### config.mk
export PLATFORM = sky130hd
export DESIGN_NAME = spram_be
export DESIGN_NICKNAME = d
export VERILOG_FILES = /design/src/rtl/spram_pkg.sv /design/src/rtl/spram_init_seq.sv /design/src/rtl/spram_be.sv
export SDC_FILE = /design/constraint.sdc
export NUM_CORES = 2
export LEC_CHECK = 0
export CAP_MARGIN = 10
export CORE_MARGIN = 5
export CORE_UTILIZATION = 50
export DETAILED_ROUTE_END_ITERATION = 6
export PLACE_DENSITY = 0.71
export SYNTH_ARGS = -nofsm -noshare
export SYNTH_HDL_FRONTEND = slang
export SYNTH_SLANG_ARGS = --single-unit
### constraint.sdc
create_clock -name clk -period 3.8 [get_ports clk]
set_clock_uncertainty 0.15 [all_clocks]
set_input_delay 0.76 -clock clk [delete_from_list [all_inputs] [get_ports clk]]
set_output_delay 0.76 -clock clk [all_outputs]
set_load 0.03 [all_outputs]
### src/rtl/spram_pkg.sv
// Shared types and helpers for the byte-enable single-clock RAM.
package spram_pkg;

  // Init sequencer states: CLEAR zeroes the array, READY accepts traffic.
  typedef enum logic {
    CLEAR = 1'b0,
    READY = 1'b1
  } spram_state_e;

  // Same-address read-during-write result selection.
  localparam int RDW_OLD = 0;
  localparam int RDW_NEW = 1;

  function automatic int num_bytes(input int data_width, input int byte_width);
    return data_width / byte_width;
  endfunction

  function automatic int depth(input int addr_width);
    return 1 << addr_width;
  endfunction

endpackage

### src/rtl/spram_init_seq.sv
// Post-reset clear sequencer: walks clr_addr over every entry once, then
// parks in READY and raises init_done until the next reset.
module spram_init_seq
  import spram_pkg::*;
#(
  parameter int ADDR_WIDTH     = 6,
  parameter int CLEAR_ON_RESET = 1
) (
  input  logic                  clk,
  input  logic                  rst,
  output logic                  clr_we,
  output logic [ADDR_WIDTH-1:0] clr_addr,
  output logic                  init_done,
  output spram_state_e          state
);

  localparam spram_state_e RESET_STATE = (CLEAR_ON_RESET != 0) ? CLEAR : READY;

  spram_state_e          state_q;
  spram_state_e          state_d;
  logic [ADDR_WIDTH-1:0] clr_addr_q;
  logic                  init_done_q;

  // State register, clear counter and registered init_done.
  always_ff @(posedge clk or posedge rst) begin
    if (rst) begin
      state_q     <= RESET_STATE;
      clr_addr_q  <= '0;
      init_done_q <= 1'b0;
    end else begin
      state_q     <= state_d;
      init_done_q <= (state_d == READY);
      if (state_q == CLEAR) begin
        clr_addr_q <= clr_addr_q + 1'b1;
      end
    end
  end

  // Next state: leave CLEAR once the last entry is being written.
  always_comb begin
    state_d = state_q;
    if ((state_q == CLEAR) && (clr_addr_q == {ADDR_WIDTH{1'b1}})) begin
      state_d = READY;
    end
  end

  // Outputs: clear write strobe follows the CLEAR state directly.
  always_comb begin
    clr_we    = (state_q == CLEAR);
    clr_addr  = clr_addr_q;
    init_done = init_done_q;
    state     = state_q;
  end

endmodule

### src/rtl/spram_be.sv
// Single-clock RAM, one write and one read port, per-byte write enables,
// read latency of 1 or 2, selectable read-during-write result and an
// optional zero-fill after reset.
//
// Handshake: there is no backpressure. A write is taken at every rising edge
// where wr_en=1 and init_done=1; a read is taken at every rising edge where
// rd_en=1 and init_done=1 and answered RD_LATENCY edges later by a one-cycle
// rd_valid strobe. Requests while init_done=0 are dropped.
module spram_be
  import spram_pkg::*;
#(
  parameter int ADDR_WIDTH     = 6,
  parameter int DATA_WIDTH     = 64,
  parameter int BYTE_WIDTH     = 8,
  parameter int RD_LATENCY     = 1,
  parameter int RDW_MODE       = 0,
  parameter int CLEAR_ON_RESET = 1
) (
  input  logic                                            clk,
  input  logic                                            rst,
  input  logic                                            wr_en,
  input  logic [ADDR_WIDTH-1:0]                           wr_ptr,
  input  logic [DATA_WIDTH-1:0]                           wr_data,
  input  logic [num_bytes(DATA_WIDTH, BYTE_WIDTH)-1:0]    wr_be,
  input  logic                                            rd_en,
  input  logic [ADDR_WIDTH-1:0]                           rd_ptr,
  output logic [DATA_WIDTH-1:0]                           rd_data,
  output logic                                            rd_valid,
  output logic                                            init_done
);

  localparam int NUM_BYTES = num_bytes(DATA_WIDTH, BYTE_WIDTH);
  localparam int DEPTH     = depth(ADDR_WIDTH);

  if (DATA_WIDTH % BYTE_WIDTH != 0) begin : g_bad_width
    $error("spram_be: DATA_WIDTH must be a multiple of BYTE_WIDTH");
  end
  if (RD_LATENCY != 1 && RD_LATENCY != 2) begin : g_bad_latency
    $error("spram_be: RD_LATENCY must be 1 or 2");
  end

  logic                  clr_we;
  logic [ADDR_WIDTH-1:0] clr_addr;
  spram_state_e          seq_state;
  logic                  accept;

  spram_init_seq #(
    .ADDR_WIDTH     (ADDR_WIDTH),
    .CLEAR_ON_RESET (CLEAR_ON_RESET)
  ) u_init_seq (
    .clk       (clk),
    .rst       (rst),
    .clr_we    (clr_we),
    .clr_addr  (clr_addr),
    .init_done (init_done),
    .state     (seq_state)
  );

  // Traffic is taken only once the sequencer is READY and init_done is up;
  // with no clear the two differ for the first cycle after reset release.
  assign accept = init_done && (seq_state == READY);

  logic [DATA_WIDTH-1:0] mem [DEPTH];
  logic [NUM_BYTES-1:0]  mem_we_lane;
  logic [ADDR_WIDTH-1:0] mem_waddr;
  logic [DATA_WIDTH-1:0] mem_wdata;
  logic                  rd_accept;
  logic [DATA_WIDTH-1:0] rd_word;
  logic [DATA_WIDTH-1:0] rd1_data;
  logic                  rd1_valid;

  // Write-port mux: clear sequencer owns the port during CLEAR.
  always_comb begin
    mem_we_lane = '0;
    mem_waddr   = wr_ptr;
    mem_wdata   = wr_data;
    if (clr_we) begin
      mem_we_lane = '1;
      mem_waddr   = clr_addr;
      mem_wdata   = '0;
    end else if (accept && wr_en) begin
      mem_we_lane = wr_be;
    end
  end

  // Array update, one lane per byte enable; contents are not reset.
  always_ff @(posedge clk) begin
    for (int i = 0; i < NUM_BYTES; i++) begin
      if (mem_we_lane[i]) begin
        mem[mem_waddr][i*BYTE_WIDTH +: BYTE_WIDTH] <= mem_wdata[i*BYTE_WIDTH +: BYTE_WIDTH];
      end
    end
  end

  assign rd_accept = accept && rd_en;

  // Read word: array holds pre-write data; optionally overlay enabled write lanes.
  always_comb begin
    rd_word = mem[rd_ptr];
    if ((RDW_MODE == RDW_NEW) && accept && wr_en && (rd_ptr == wr_ptr)) begin
      for (int i = 0; i < NUM_BYTES; i++) begin
        if (wr_be[i]) begin
          rd_word[i*BYTE_WIDTH +: BYTE_WIDTH] = wr_data[i*BYTE_WIDTH +: BYTE_WIDTH];
        end
      end
    end
  end

  // First read stage: data holds between reads, valid is a per-read strobe.
  always_ff @(posedge clk or posedge rst) begin
    if (rst) begin
      rd1_data  <= '0;
      rd1_valid <= 1'b0;
    end else begin
      rd1_valid <= rd_accept;
      if (rd_accept) begin
        rd1_data <= rd_word;
      end
    end
  end

  if (RD_LATENCY == 2) begin : g_lat2
    logic [DATA_WIDTH-1:0] rd2_data;
    logic                  rd2_valid;

    // Second read stage: same hold/strobe behaviour, one cycle later.
    always_ff @(posedge clk or posedge rst) begin
      if (rst) begin
        rd2_data  <= '0;
        rd2_valid <= 1'b0;
      end else begin
        rd2_valid <= rd1_valid;
        if (rd1_valid) begin
          rd2_data <= rd1_data;
        end
      end
    end

    assign rd_data  = rd2_data;
    assign rd_valid = rd2_valid;
  end else begin : g_lat1
    assign rd_data  = rd1_data;
    assign rd_valid = rd1_valid;
  end

endmodule

Word-level counts from Yosys, hierarchy flattened
Memory sizes are Yosys's and may differ from the RTL's. A register that Yosys moved wholly into a read port is not among the register bits.
Index checks and enable logic that the tools add are counted.

storage, ports and cells
  register bits = 8
  bits in writable memories = 4096
  bits of input ports = 88
  output and inout bits = 66
  word-level logic and storage cells = 30
  memories kept = 1

memories
  name  depth  width  read ports  clocked after memory_dff  wr ports  RTL line        source
  mem   64     64     1           1                         1         spram_be.sv:63  logic [DATA_WIDTH-1:0] mem [DEPTH];

cells by class
  add/subtract/negate cells = 1
  equal/unequal tests = 1
  muxes and demuxes = 20
  bitwise gates (word level) = 1
  reduce and logical (&&, ||, !) cells = 3

operator list
  kind                                                           count
  64-bit 2-to-1 mux                                              1
  1-bit 2-to-1 mux                                               16
  8-bit 2-to-1 mux                                               2
  6-bit by 1-bit adder with 6-bit output, second input constant  1
  6-bit equality test, second input constant                     1
  6-bit 2-to-1 mux                                               1
  1-bit logical AND                                              3
  1-bit NOT                                                      1

Logic depth before layout (Yosys ltp)
  depth after elaboration = 5
  depth in mapped cells = 11
  gate-level depth less buffers = 6

By module
Synthesis repeated with hierarchy kept, for this count alone.

unflattened totals
  cell total of the unflattened synthesis = 8338
  area total of the unflattened synthesis = 162455.8 um2

by module, submodules not included
  module          instances  cells an instance  area an instance (um2)  seq. area each (um2)
  spram_be        1          8314               162144.3                124624.5
  spram_init_seq  1          24                 311.5                   175.2

Worst setup path after synthesis
No wires, ideal clock.

  path kind = register -> register
  start = register u_init_seq.state_q, in the netlist u_init_seq.state
  end = memory mem[0][24] (data pin)
  setup time = 0.367 ns
  data arrival time = 2.381 ns
  required time = 3.283 ns
  setup slack = 0.902 ns
  cell stages (with the launch flop) = 6
  buffers on the path = 4
  period minus slack after synthesis = 2.898 ns
  cells stage by stage = dfrtp_1 > clkbuf_1 > clkbuf_1 > clkbuf_1 > clkbuf_1 > and2_1

on the way
  cells in the longest elaborated chain, start to end = 1

ends and longest elaborated chain
  item                      RTL line              source
  start: declaration        spram_init_seq.sv:19  spram_state_e state_q;
  start signal: assignment  spram_init_seq.sv:31  state_q <= state_d;
  64-bit 2-to-1 mux         spram_be.sv:77        if (clr_we) begin
  net mem_wdata[24]         spram_be.sv:66        logic [DATA_WIDTH-1:0] mem_wdata;
  end: declaration          spram_be.sv:63

The timed path passes the listed nets, and every way through them passes these cells.

==> metrics.txt <==
final wirelength 436,400 um; Cells after Synth 7,798; CP max stage delay 0.95 ns; placed cells 12,735; Fmax 274.5 MHz; placer's final routability congestion estimate 0.8736; H-tree Lvls 5; buffer count from post-CTS setup fixing 0; CTS sink cnt 4,168; hold slack 0.1792 ns; die area 332,200 sq um; final period utilization 95.87%; clk buf depth 4; setup TNS 0 ns; Slew Limit Fails 0; io pins 154; critical path class flop to output port; dpl hpwl 276,000 um; Layout area overhead 16.96%; ys async rst share 1.727%; Hold Violations, Final 0; Layout Cells excl Fill 13,541; most common cell after layout, fill and taps aside edfxtp_1; Layout Nets 8,927; CTS root buffer clkbuf_16; max-cap violation count 0; CP Launch Type flop; Mapped Avg Cell Area 20.57 sq um; CP Max Fanout 51; core box area 320,400 sq um; most frequent cells in the layout edfxtp_1 (4,096), buf_4 (838), mux4_2 (768); Final setup viols 0; Slew HR 14.31%; share of cells above drive strength 1 26.38%; Pwr Density 493.2 nW/um^2; Slew @ Worst Pin 1.285 ns; syn nets 7,887; post-CTS sizing 0; CP startpoint u_init_seq.state; CP Capture Type output port; reg2reg start u_init_seq.state; CP top delay family flip-flops; Initial DRT Pass Iterations 6; Final ANT Viol Nets 0; register bit total from synthesis 4,168; top_reg_cell synth edfxtp_1; arrival time worst endpoint 2.73 ns; initial DRC count 11,554; CTS tree built; initial antenna violation count 27; P_leak 53.26 nW; CP Data Required Time 2.89 ns; # DRC 0; status completed; Routed wire per std cell 32.23 um; peak supply drop 0.3989 mV; vias in the first global route 84,695; CP max-delay cell dfrtp_4; gr usage total 25.91%; Clk pin slew, worst setup/hold paths 0.06 ns; Post-synth EDFFs 4,096; Vias 84,685; Clk Latency, worst-skew pair 0.98 ns; drt via density 6.254; fin crit period 3.643 ns; FP Rows 208; RSZ-0062 raised after global routing no; fin util 58.55%; Congestion Overflow GR 0; largest net degree at the start of global routing 85; first-pass GRT wire length 617,700 um; Buffers on Ports 153; post-route cell area 187,600 sq um; Die H 576.3 um; DIE WIDTH 576.3 um; worst hold path class input port to asynchronous set/reset pin; Critical Path, Cell by Cell clkdlybuf4s50_1; hold_buf cts 0; synth warn 0; crit path buf inv count 1; Starting Density 50.06%; Placed Area 174,000 sq um; Synth cell types 42; CTS buffer count 406; mapped cell area 160,400 sq um; post-synthesis sequential area ratio 77.82%
-- area by class of cell --
type                    count  area [sq um]
clock inverters           257          2679
clock buffers             504         10820
well taps                4305          5386
fillers                 22328        132800
multi-input cells        3150         33580
repair buffers           1106         10150
diodes                     45         112.6
flip-flops and latches   4168        124800
inverters                   6         30.03
-- worst register-to-register path, cell delays in order, from the launching register on --
cell,delay (ns)
dfrtp_4,0.95
nand2_1,0.14
o32a_1,0.23
nor2_1,0.53
nand2_1,0.18
buf_4,0.26
nor2_1,0.35
buf_4,0.26
-- cell families (layout without fill, tap and decap cells) --
logic type / after synthesis / after routing / share of synthesized area [%]
DFF: 4168 / 4168 / 77.82
muxes: 1350 / 1350 / 14.42
and+or+nand+nor: 1074 / 1074 / 3.045
AOI/OAI and AO/OA: 720 / 720 / 3.272
buffers and inverters: 480 / 1873 / 1.408
xor gates and xnor gates: 5 / 5 / 0.02731
adders and majority gates: 1 / 1 / 0.007801
other: 0 / 45 / 0
-- layer usage --
metal | track usage [%] | routed length, um | vias to the layer above
met2 | 40.92 | 210800 | 5129
met3 | 5.705 | 47000 | 863
met5 | 0 | 162 | -
met1 | 34.72 | 157700 | 44241
li1 | - | - | 34444
met4 | 12.19 | 20800 | 8
-- path summary, 6_finish.rpt --
check	to	slack (ns)	depth (start not counted)
setup / recovery	init_done	0.16	1
hold reg to reg	u_init_seq.clr_addr[5]	0.38	1
min in group clk	u_init_seq.clr_addr[5]	0.38	1
setup reg to reg	mem[44][17]	0.48	7
hold / removal	rd_data[0]	0.18	2
max in group asynchronous	rd_data[21]	2.38	3
-- metrics by stage --
stage | setup WS, ns | power (mW)
floorplan | 0.9018 | 52.02
global placement | 0.04608 | 52.85
detailed placement | 0.06162 | 52.87
CTS | 0.07539 | 92.92
global route | 0.08546 | 94.97
finish | 0.1570 | 92.51
-- sequential cells by signal, summed over array words and instances (netlist names) --
name,flops
u_init_seq.state,1
rd_valid,1
rd_data,64
u_init_seq.clr_addr,6
mem,4096
-- cell usage after synthesis, drive strengths merged (2+ instances only) --
cell type | number | area [sq um]
edfxtp | 4096 | 123000
mux4 | 768 | 17300
mux2i | 578 | 5786
nor2 | 536 | 2012
a22oi | 320 | 2402
clkbuf | 252 | 945.9
buf | 222 | 1290
nand2 | 135 | 506.7
nand3 | 132 | 660.6
and2 | 128 | 800.8
o22ai | 128 | 800.8
a211oi | 126 | 945.9
dfrtp | 72 | 1802
a21oi | 66 | 330.3
a221o | 64 | 640.6
nand4 | 64 | 400.4
or3 | 64 | 400.4
a21boi | 8 | 60.06
inv | 5 | 18.77
mux2 | 4 | 45.04
nor2b | 4 | 25.02
xnor2 | 4 | 35.03
nor3b | 3 | 22.52
nor3 | 2 | 10.01
o32a | 2 | 20.02
or3b | 2 | 17.52
-- power breakdown --
group	internal, mW	switching, mW
Clock	23.3	17.3
Sequential	49.7	0
Combinational	0.867	1.36
Total	73.8	18.7
No activity file was read; power rests on OpenSTA's default activity.
